==> src/rtl/hash_byte_feeder.sv <==
// Producer side of the hash core byte interface: buffers a host message, streams it
// with start/F_dr/End_Of_File under F_rtr back-pressure, then captures the digest.
module hash_byte_feeder #(
    parameter int DEPTH   = 16,
    parameter int TIMEOUT = 1024
) (
    input  logic        clk,
    input  logic        rst_n,
    input  logic        wr_en,
    input  logic [7:0]  wr_data,
    input  logic        wr_last,
    output logic        wr_full,
    input  logic        go,
    output logic        busy,
    output logic        start,
    output logic [7:0]  Byte,
    output logic        End_Of_File,
    output logic        F_dr,
    input  logic        F_rtr,
    input  logic        H_ready,
    input  logic [31:0] R_h,
    output logic [31:0] digest,
    output logic        digest_valid,
    output logic        err
);

    localparam int AW = $clog2(DEPTH);
    localparam int CW = $clog2(DEPTH + 1);
    localparam int TW = $clog2(TIMEOUT + 1);
    localparam logic [TW-1:0] TMO_LAST = TW'(TIMEOUT - 1);

    typedef enum logic [1:0] {
        IDLE   = 2'd0,
        START  = 2'd1,
        STREAM = 2'd2,
        WAIT_H = 2'd3
    } state_t;

    state_t         state_r, next_state_s;
    logic [8:0]     mem_r [DEPTH];
    logic [AW-1:0]  wr_ptr_r, rd_ptr_r;
    logic [CW-1:0]  count_r;
    logic [TW-1:0]  tmo_cnt_r;
    logic           msg_complete_r, busy_r, err_r, digest_valid_r;
    logic [31:0]    digest_r;

    logic           empty_s, full_s, go_ok_s, wr_ok_s, wr_bad_s;
    logic           pop_s, cap_s, tmo_s, start_s, f_dr_s;
    logic [8:0]     head_s;

    assign empty_s  = (count_r == CW'(0));
    assign full_s   = (count_r == CW'(DEPTH));
    assign head_s   = mem_r[rd_ptr_r];
    assign go_ok_s  = (state_r == IDLE) & go & msg_complete_r;
    assign wr_ok_s  = wr_en & (state_r == IDLE) & ~full_s & ~msg_complete_r;
    assign wr_bad_s = wr_en & ~wr_ok_s;
    assign pop_s    = f_dr_s & F_rtr;
    assign cap_s    = (state_r == WAIT_H) & H_ready;
    assign tmo_s    = (state_r == WAIT_H) & ~H_ready & (tmo_cnt_r == TMO_LAST);

    // Next-state and handshake decode
    always_comb begin
        next_state_s = state_r;
        start_s      = 1'b0;
        f_dr_s       = 1'b0;
        case (state_r)
            IDLE: begin
                if (go_ok_s) next_state_s = START;
                else         next_state_s = IDLE;
            end
            START: begin
                start_s      = 1'b1;
                next_state_s = STREAM;
            end
            STREAM: begin
                f_dr_s = ~empty_s;
                if (f_dr_s & F_rtr & head_s[8]) next_state_s = WAIT_H;
                else                            next_state_s = STREAM;
            end
            WAIT_H: begin
                if (cap_s | tmo_s) next_state_s = IDLE;
                else               next_state_s = WAIT_H;
            end
            default: next_state_s = IDLE;
        endcase
    end

    // State register
    always_ff @(posedge clk or negedge rst_n) begin
        if (!rst_n) state_r <= IDLE;
        else        state_r <= next_state_s;
    end

    // Message storage; contents are don't-care until written, reads are gated by F_dr
    always_ff @(posedge clk) begin
        if (wr_ok_s) mem_r[wr_ptr_r] <= {wr_last, wr_data};
    end

    // Buffer pointers, status flags, digest capture and completion watchdog
    always_ff @(posedge clk or negedge rst_n) begin
        if (!rst_n) begin
            wr_ptr_r       <= '0;
            rd_ptr_r       <= '0;
            count_r        <= '0;
            msg_complete_r <= 1'b0;
            busy_r         <= 1'b0;
            err_r          <= 1'b0;
            digest_valid_r <= 1'b0;
            digest_r       <= 32'h0000_0000;
            tmo_cnt_r      <= '0;
        end else begin
            if (wr_ok_s) wr_ptr_r <= wr_ptr_r + AW'(1);
            if (pop_s)   rd_ptr_r <= rd_ptr_r + AW'(1);
            case ({wr_ok_s, pop_s})
                2'b10:   count_r <= count_r + CW'(1);
                2'b01:   count_r <= count_r - CW'(1);
                default: count_r <= count_r;
            endcase
            if (wr_ok_s & wr_last)         msg_complete_r <= 1'b1;
            else if (pop_s & head_s[8])    msg_complete_r <= 1'b0;
            if (go_ok_s)                   busy_r <= 1'b1;
            else if (cap_s | tmo_s)        busy_r <= 1'b0;
            // A dropped write in the same cycle as an accepted go still flags
            err_r <= (err_r & ~go_ok_s) | wr_bad_s | tmo_s;
            if (go_ok_s)                   digest_valid_r <= 1'b0;
            else if (cap_s)                digest_valid_r <= 1'b1;
            if (cap_s)                     digest_r <= R_h;
            if ((state_r == WAIT_H) & ~H_ready & ~tmo_s) tmo_cnt_r <= tmo_cnt_r + TW'(1);
            else                                         tmo_cnt_r <= '0;
        end
    end

    assign wr_full      = full_s;
    assign busy         = busy_r;
    assign start        = start_s;
    assign F_dr         = f_dr_s;
    assign Byte         = f_dr_s ? head_s[7:0] : 8'h00;
    assign End_Of_File  = f_dr_s & head_s[8];
    assign digest       = digest_r;
    assign digest_valid = digest_valid_r;
    assign err          = err_r;

endmodule

==> config.mk <==
export PLATFORM = sky130hd
export DESIGN_NAME = hash_byte_feeder
export DESIGN_NICKNAME = d
export VERILOG_FILES = /design/src/rtl/hash_byte_feeder.sv
export SDC_FILE = /design/constraint.sdc
export NUM_CORES = 1
export LEC_CHECK = 0
export ABC_AREA = 1
export BUFFER_PORTS_ARGS = -buffer_cell sky130_fd_sc_hd__buf_2
export CELL_PAD_IN_SITES_DETAIL_PLACEMENT = 1
export CELL_PAD_IN_SITES_GLOBAL_PLACEMENT = 2
export CORE_ASPECT_RATIO = 0.6
export CORE_MARGIN = 10
export CORE_UTILIZATION = 43
export CTS_BUF_LIST = sky130_fd_sc_hd__clkbuf_4
export DETAILED_ROUTE_END_ITERATION = 10
export GPL_ROUTABILITY_DRIVEN = 1
export GPL_TIMING_DRIVEN = 0
export PLACE_DENSITY = 0.89
export SLEW_MARGIN = 0
export SYNTH_ARGS = -nofsm -noshare
export SYNTH_HDL_FRONTEND = slang
export SYNTH_SLANG_ARGS = --single-unit
==> constraint.sdc <==
create_clock -name clk -period 4.6 [get_ports clk]
set_input_delay 0.92 -clock clk [delete_from_list [all_inputs] [get_ports clk]]
set_output_delay 0.92 -clock clk [all_outputs]
set_load 0.1 [all_outputs]
==> results of run 1 <==
[through the flow]
step | instance area (µm²) | total power, mW
3_3_place_gp | 9420 | 6.19
2_1_floorplan | 8620 | 5.29
4_1_cts | 10100 | 7.89
6_report | 10100 | 7.86
3_5_place_dp | 9420 | 6.28
5_1_grt | 10100 | 8.28
[sequential cells by signal (all words and copies together), names as in the netlist]
name            flops
mem_r             144
err                 1
tmo_cnt_r          11
digest_valid        1
busy                1
wr_ptr_r            4
rd_ptr_r            4
state_r             2
digest             32
count_r             5
msg_complete_r      1
[worst register-to-register path: cells and delay by family, from the launching register on]
family,cells,cell delay (ns)
and+or+nand+nor,5,1.56
DFF,1,0.47
buffers and inverters,1,0.18
[cells in the mapped netlist, drive strengths merged]
library cell / n
nand2: 170
or2: 1
o211ai: 30
nor3b: 3
a21oi: 23
o21ai: 63
clkbuf: 6
a21boi: 1
inv: 62
buf: 28
nand3: 48
nor3: 6
clkinv: 1
a31oi: 1
dfrtp: 62
nand3b: 1
a22oi: 1
ha: 10
xnor2: 4
edfxtp: 144
nor2: 100
nand4: 6
xor2: 10
o21bai: 1
[logic make-up (layout without fill, tap and decap cells)]
logic type               after synthesis  in the layout  share of synthesized area (%)
flip-flops                           206            206                           68.2
XOR/XNOR                              14             14                           1.42
other                                  0              1                              0
AO/OA/AOI/OAI                        120            120                           7.94
AND/OR/NAND/NOR                      335            335                           15.8
adder cells (fa/ha/maj)               10             10                           1.45
buffers and inverters                 97            277                           5.24
[metal layers]
metal	vias up	share of wire, %	track usage [%]	wire length [µm]
met5	-	0	0	0
met4	0	1.2	5.11	310
met3	31	7.7	5.53	1990
met2	233	42	28.8	10900
met1	3190	49	28.2	12600
li1	2970	-	-	-
[area by class of cell]
type,count,area [µm²],area share [%]
clock buffers,74,556,5.51
multi-input cells,479,2290,22.7
plain buffers,34,213,2.11
well taps,266,333,3.30
flip-flops and latches,206,5880,58.3
clock inverters,13,101,1.01
repair buffers,93,468,4.64
diodes,1,2.50,0.0248
inverters,63,239,2.37
[power by group through the flow]
stage	logic, mW	clock network [mW]	registers, mW
2_1_floorplan	1.87	0	3.42
3_3_place_gp	3.77	0	2.42
3_5_place_dp	3.85	0	2.43
4_1_cts	3.86	1.63	2.40
5_1_grt	4.12	1.73	2.43
6_report	3.86	1.59	2.40
[worst paths after layout]
path	startpoint	end	cells past startpoint
setup / recovery	rd_ptr_r[2]	Byte[5]	6
hold / removal	rst_n	digest[22]	1
setup reg to reg	count_r[0]	mem_r[14][3]	6
hold reg to reg	digest[3]	digest[3]	2
max in group asynchronous	rst_n	digest_valid	1
min in group clk	R_h[2]	digest[2]	3
==> run_results.csv, run 1 <==
group,metric,value,unit
timing,fmax,256,MHz
drt,drc,0,
drt,drtIter0Drc,524,
floorplan,design.core.area,19400,µm²
timing,post-route-min-period,3.91,ns
global_routing,grt_pass1_vias,6725,
setup_path,crit_required,3.68,ns
setup_path,cp_cell_sequence,"clkinv_1, clkbuf_1, o211ai_1, nand3_1, a21oi_1, buf_2",
power,irDropWorstVdd,617,µV
setup_path,critical_path_class,"flip-flop to output port",
place,hpwl,17900,µm
clocking,clkSinkCount,206,
finish,final_common_cell,"nand2_1",
synthesis,syn_area,8620,µm²
timing,max_slew_margin,12.6,%
clocking,cts_tree,"done",
drt,vias,6424,
synthesis,synth_top_cell_area_share,50.2,%
synthesis,syn_avg_cell_area,11.0,µm²
global_routing,overflow,0,
hold_path,hp-class,"input pin to asynchronous set/reset pin",
drt,avgViaCountPerCell,5.23,
timing,finalClockSkew,0.0387,ns
clocking,clockBufferDepth,3,
setup_path,worstPathMaxFanout,10,
timing,drv_slew,0,
clocking,cts_root_buf,"clkbuf_4",
setup_path,startpoint_type,"flip-flop",
clocking,clk_latency,0.67,ns
power,power.leakage,4.28,nW
timing,setup_ws,0.688,ns
clocking,h-tree-depth,2,
job,drv_cap,0,
clocking,clkSlewWorstSetupHoldPaths,0.07,ns
setup_path,end_kind,"output port",
drt,routedWlPerCell,21.0,µm
clocking,post_cts_buffers,0,
finish,nFillCells,2181,
synthesis,ys_seq_elements,206,
timing,setup_tns,0,ns
timing,holdWs,0.366,ns
synthesis,ys_top_cells_by_area,"edfxtp_1 50%, dfrtp_1 18%, nand2_1 7.4%",
place,io_buffers,93,
place,place_inst,1141,
timing,finalCritPeriodShare,85.0,%
timing,finalHoldViolations,0,
floorplan,die_area,26300,µm²
floorplan,die_height,130,µm
drt,drt_wl_total,25800,µm
synthesis,ys_types,30,
floorplan,die_w,203,µm
clocking,ctsResizeCount,0,
setup_path,cpLargestDelayFamily,"buffers and inverters",
synthesis,synth_largest_area_cell,"edfxtp_1",
power,powerDensity,779,nW/µm²
synthesis,seq_area_frac_synth,68.2,%
finish,drive_above_1_share,20.8,%
power,combPwrFrac,49.2,%
floorplan,start_util,44.5,%
synthesis,synth_fp_nets,839,
global_routing,gr-usage-all-layers,19.7,%
synthesis,syn_inst,782,
finish,fin_util,52.0,%
floorplan,rows,39,
setup_path,arrival,2.99,ns
power,power.internal,3.85,mW
setup_path,max_stage_delay,0.49,ns
status,status,"finished clean",
floorplan,ioPinCount,94,
global_routing,antenna_found_initial,1,
finish,area_delta_synth_final,16.9,%
global_routing,grt_pass1_wl,39800,µm
setup_path,r2r_setup_slack,1.98,ns
timing,setup_viol_count_final,0,
place,pre_cts_ws,1.42,ns
timing,rsz0062_at_grt,"false",
power,p_sw_share,51.0,%
global_routing,grt_max_degree,63,
place,place_congestion,0.818,
synthesis,yosys_warnings,0,
setup_path,cp_num_buf_inv,3,
power,pwr-share-seq,30.6,%
clocking,numCtsBuffers,49,
finish,final_cell_mix,"170 x nand2_1, 144 x edfxtp_1, 103 x buf_2",
power,p_switching,4.00,mW
drt,drt-pass1-iter-count,5,
drt,ant_nets,0,
setup_path,timing.critical_path.slowest_stage_cell,"clkbuf_1",
power,pwr-share-clk,20.3,%
finish,final_cells,1229,
timing,tightest_slew,1.31,ns
finish,final_nets,983,
clocking,holdBufCountCts,0,
(Power assumes the default switching activity.)
==> run 2: changes to the inputs <==
ABC_AREA = not set   (was 1)
CORE_UTILIZATION = 45   (was 43)
PLACE_DENSITY = 0.84   (was 0.89)
SETUP_SLACK_MARGIN = 0.1   (was not set)
clock period = 3.7 ns   (was 4.6 ns; I/O delays follow)
==> run 2 against run 1 <==
Against the previous run: first-iteration DRC count shrank 36%; setup slack lost 0.45 ns; sequential share of layout area grew 0.61 points; clock skew shrank 0.0024 ns; final cell count shrank 28%; utilization grew 2.9 points; sequential cell count is the same; global-route usage shrank 3.9 points; largest cell class unchanged.
==> run_results.csv, run 2 <==
group,metric,value,unit
status,status,"finished clean",
clocking,numCtsBuffers,49,
timing,rsz0062_at_grt,"true",
clocking,h-tree-depth,2,
synthesis,ys_top_cells_by_area,"edfxtp_1 52%, dfrtp_1 19%, mux4_2 8.6%",
synthesis,synth_fp_nets,525,
place,io_buffers,93,
finish,area_delta_synth_final,19.4,%
drt,drt_wl_total,19600,µm
floorplan,die_area,24600,µm²
finish,largest_reg_flops,144,
setup_path,startpoint_type,"flip-flop",
floorplan,die_w,196,µm
drt,drtIter0Drc,333,
timing,setup_tns,0,ns
global_routing,grt_pass1_vias,5224,
global_routing,grt_pass1_wl,30400,µm
setup_path,crit_required,2.96,ns
drt,vias,4648,
finish,largest_register,"mem_r",
finish,final_cell_mix,"144 x edfxtp_1, 94 x buf_2, 79 x clkbuf_4",
floorplan,start_util,46.0,%
synthesis,syn_inst,468,
setup_path,r2r.worst_path.cells,15,
floorplan,design.core.area,18200,µm²
clocking,cts_root_buf,"clkbuf_4",
drt,avgViaCountPerCell,5.24,
job,drv_cap,0,
finish,final_nets,673,
clocking,clkSinkCount,206,
hold_path,hp-class,"input pin to asynchronous set/reset pin",
place,hpwl,13500,µm
drt,ant_nets,0,
place,place_congestion,0.796,
synthesis,synthFlopType,"edfxtp_1",
setup_path,worstPathMaxFanout,10,
floorplan,rows,38,
finish,final_common_cell,"edfxtp_1",
floorplan,die_height,126,µm
clocking,holdBufCountCts,0,
synthesis,synth-edff-count,144,
timing,max_slew_margin,29.4,%
setup_path,r2r-start,"count_r[0]",
global_routing,gr-usage-all-layers,15.8,%
finish,n_antenna_cell,0,
timing,setup_viol_count_final,0,
global_routing,antenna_found_initial,0,
finish,drive_above_1_share,44.5,%
timing,fmax,289,MHz
clocking,clockBufferDepth,3,
timing,finalClockSkew,0.0363,ns
drt,routedWlPerCell,22.1,µm
setup_path,critical_path_class,"flip-flop to output port",
timing,finalCritPeriodShare,93.7,%
synthesis,syn_area,8350,µm²
synthesis,ys_types,42,
clocking,cts_tree,"done",
clocking,clk_latency,0.62,ns
synthesis,yosys_warnings,0,
drt,drt-pass1-iter-count,4,
synthesis,syn_avg_cell_area,17.9,µm²
setup_path,arrival,2.73,ns
synthesis,synth.most_common_cell,"edfxtp_1",
synthesis,synth_largest_area_cell,"edfxtp_1",
timing,tightest_slew,1.05,ns
timing,drv_slew,0,
global_routing,grt_max_degree,63,
drt,drc,0,
finish,seq_area,5880,µm²
synthesis,synth_common_cells,"144 x edfxtp_1, 62 x dfrtp_1, 34 x mux2_2, 32 x mux4_2, 29 x nor2_1",
synthesis,synthArstFlopShare,30.1,%
setup_path,startpoint,"rd_ptr_r[1]",
clocking,clkSlewWorstSetupHoldPaths,0.07,ns
timing,finalHoldViolations,0,
finish,multi_input_area,2410,µm²
synthesis,ys_seq_elements,206,
setup_path,end_kind,"output port",
synthesis,seq_area_frac_synth,70.3,%
floorplan,ioPinCount,94,
finish,nFillCells,1750,
timing,post-route-min-period,3.47,ns
global_routing,overflow,0,
synthesis,synth_top_cell_area_share,51.8,%
==> run 2: cell types whose count changed after synthesis, sizes merged, moves of 35 or more <==
cell / previous run / this run
nand2: 170 / 19
nor2: 100 / 29
o21ai: 63 / 4
inv: 62 / 11
nand3: 48 / 7
mux4: 0 / 36
mux2: 0 / 35
==> run 2: cell families (layout without fill, tap and decap cells) <==
kind of cell,after synthesis,after routing,synth area share (%)
flops,206,206,70.3
simple gates,83,83,5.03
mux,81,81,15.8
buf+inv,35,214,2.38
compound gates,33,33,2.82
xor+xnor,20,20,2.10
fa+ha+maj,10,10,1.50
==> run 2: routing by layer <==
metal	global-route usage (%)	routed length, µm	up-vias
li1	-	-	2114
met1	21.8	8930	2386
met2	23.7	8940	129
met3	5.20	1590	19
met4	3.67	183	0
met5	0	0	-
==> run 2: timing repair <==
item,4_1_cts,5_1_grt
setup endpoints to repair,8,8
buffers inserted,0,0
cloned,0,0
gates resized for setup,18,13
==> run 2: worst paths after layout <==
| check | to | slack, ns |
|---|---|---|
| setup reg to reg | count_r[4] | 0.48 |
| max in group asynchronous | count_r[3] | 2.97 |
| setup / recovery | Byte[7] | 0.23 |
| hold reg to reg | tmo_cnt_r[0] | 0.50 |
| min in group clk | digest[22] | 0.35 |
| hold / removal | digest[13] | 0.21 |
==> run 2: worst max-delay path: stages (launching register included) <==
cell      delay, ns
dfrtp_1        0.36
clkbuf_4       0.26
buf_4          0.25
buf_4          0.32
mux2i_1        0.17
a211oi_2       0.26
buf_2          0.47
==> run 2: final cells by class <==
type | instances | share of cell area, %
Tap cell | 240 | 3.01
Multi-Input combinational cell | 227 | 24.2
Buffer | 24 | 1.78
Inverter | 11 | 0.439
Clock inverter | 4 | 0.414
Clock buffer | 78 | 5.87
Sequential cell | 206 | 58.9
Timing Repair Buffer | 97 | 5.39
==> run 2: through the flow <==
stage	worst slack, ns	cells	hold slack [ns]	cell area [µm²]	util, %
floorplan	0.446	468	0.444	8390	-
global placement	0.460	801	0.478	9160	50.4
detailed placement	0.429	805	0.486	9220	50.8
CTS	0.109	887	0.300	9900	54.5
global route	0.101	887	0.231	9970	54.9
finish	0.234	887	0.206	9970	54.9
Power of run 2 is left out: the tool's default activity adds up to more than one toggle a clock period on the data nets, which glitch-free logic cannot reach.
==> run 3: changes to the inputs <==
GPL_TIMING_DRIVEN = not set   (was 0)
clock period = 3.4 ns   (was 3.7 ns; I/O delays follow)
==> run 3 against run 2 <==
Against the previous run: die area unchanged; non-clock buffer count unchanged; via count up 0.34%; register-to-register slack worse by 0.02 ns; final area up 0.90%; count of clock-buffer cells in the layout down 6; final cell count down 0.23%; setup slack worse by 0.046 ns; clock skew up 0.00081 ns.
==> run_results.csv, run 3 (synthesis gave the netlist of run 2 again) <==
group,metric,value,unit
setup_path,max_stage_delay,0.51,ns
floorplan,die_height,126,µm
setup_path,r2r_setup_slack,0.46,ns
timing,fmax,311,MHz
clocking,holdBufCountCts,0,
clocking,cts_root_buf,"clkbuf_4",
drt,ant_nets,0,
hold_path,hp-class,"input pin to asynchronous set/reset pin",
timing,finalHoldViolations,0,
job,drv_cap,0,
setup_path,timing.critical_path.slowest_stage_cell,"mux4_2",
finish,area_delta_synth_final,20.5,%
setup_path,cp_num_buf_inv,3,
setup_path,crit_required,2.72,ns
drt,vias,4664,
finish,final_cell_mix,"144 x edfxtp_1, 84 x buf_2, 72 x clkbuf_4",
clocking,clkSinkCount,206,
floorplan,design.core.area,18200,µm²
setup_path,startpoint,"rd_ptr_r[0]",
timing,finalCritPeriodShare,94.5,%
setup_path,worstPathMaxFanout,13,
floorplan,rows,38,
setup_path,r2r.worst_path.cells,13,
timing,finalClockSkew,0.0371,ns
setup_path,critical_path_class,"flip-flop to output port",
clocking,cts_tree,"done",
timing,tightest_slew,0.774,ns
clocking,clockBufferDepth,3,
setup_path,r2r-start,"count_r[1]",
global_routing,grt_max_degree,35,
floorplan,start_util,46.0,%
timing,post-route-min-period,3.21,ns
finish,n_antenna_cell,0,
global_routing,grt_pass1_vias,5286,
setup_path,startpoint_type,"flip-flop",
finish,final_nets,673,
clocking,clkSlewWorstSetupHoldPaths,0.07,ns
clocking,clk_latency,0.62,ns
setup_path,reg2reg_to,"count_r[4]",
setup_path,cpLargestDelayFamily,"buffers and inverters",
global_routing,overflow,0,
place,hpwl,13600,µm
place,place_congestion,0.760,
floorplan,die_area,24600,µm²
place,io_buffers,93,
setup_path,end_kind,"output port",
finish,drive_above_1_share,45.0,%
status,status,"finished clean",
setup_path,arrival,2.53,ns
drt,drtIter0Drc,379,
clocking,h-tree-depth,2,
finish,largest_register,"mem_r",
finish,final_common_cell,"edfxtp_1",
drt,routedWlPerCell,22.6,µm
timing,drv_slew,0,
drt,drt_wl_total,20000,µm
global_routing,antenna_found_initial,0,
timing,rsz0062_at_grt,"true",
timing,setup_tns,0,ns
floorplan,die_w,196,µm
global_routing,grt_pass1_wl,31000,µm
drt,drt-pass1-iter-count,4,
drt,avgViaCountPerCell,5.27,
finish,largest_reg_flops,144,
setup_path,cp_cell_sequence,"buf_4, clkbuf_16, mux4_2, a211oi_1, a211oi_2, buf_12",
floorplan,ioPinCount,94,
global_routing,gr-usage-all-layers,16.2,%
drt,drc,0,
clocking,numCtsBuffers,49,
timing,setup_viol_count_final,0,
timing,max_slew_margin,48.4,%
## run 3: timing repair
item / in CTS / in global routing
buffers inserted: 0 / 1
cloned: 0 / 1
endpoints found under the setup margin: 8 / 7
gates resized for setup: 5 / 6
pin swaps: 0 / 2
## run 3: worst max-delay path by stage
stage / end / slack [ns] / cells after the start
after CTS: Byte[1] / 0.07 / 6
after floorplan: Byte[0] / 0.21 / 6
after detailed placement: count_r[4] / 0.43 / 13
after global placement: count_r[4] / 0.56 / 13
after global routing: Byte[6] / 0.05 / 6
final: Byte[6] / 0.19 / 6
## run 3: routing by layer
metal | global-route usage (%) | share of wire, % | vias up
li1 | - | - | 2103
met1 | 21.9 | 43 | 2390
met2 | 25.0 | 47 | 137
met3 | 4.80 | 8.4 | 34
met4 | 4.29 | 1.5 | 0
met5 | 0 | 0 | -
## run 3: layout make-up
class,count,area [µm²]
fillers,1754,8100
flip-flops and latches,206,5880
multi-input cells,227,2350
repair buffers,121,861
clock buffers,72,541
well taps,240,300
clock inverters,8,85.1
inverters,11,43.8
## run 3: per-stage QoR
step / instance area (µm²) / hold slack [ns] / cells / worst slack [ns] / utilization [%]
floorplan: 8390 / 0.384 / 468 / 0.206 / -
global placement: 9360 / 0.471 / 803 / 0.558 / 51.5
detailed placement: 9360 / 0.488 / 803 / 0.430 / 51.5
CTS: 10000 / 0.117 / 883 / 0.0744 / 55.1
global route: 10100 / 0.146 / 885 / 0.0547 / 55.4
finish: 10100 / 0.134 / 885 / 0.188 / 55.4
## run 3: worst register-to-register path, delay by kind of cell, from the launching register on
family,cells,cell delay [ns]
buffers and inverters,2,0.09
xor gates and xnor gates,2,0.36
and+or+nand+nor,4,0.79
AOI/OAI and AO/OA,3,0.61
DFF,1,0.48
adders and majority gates,2,0.53
Power of run 3 is left out for the same reason.
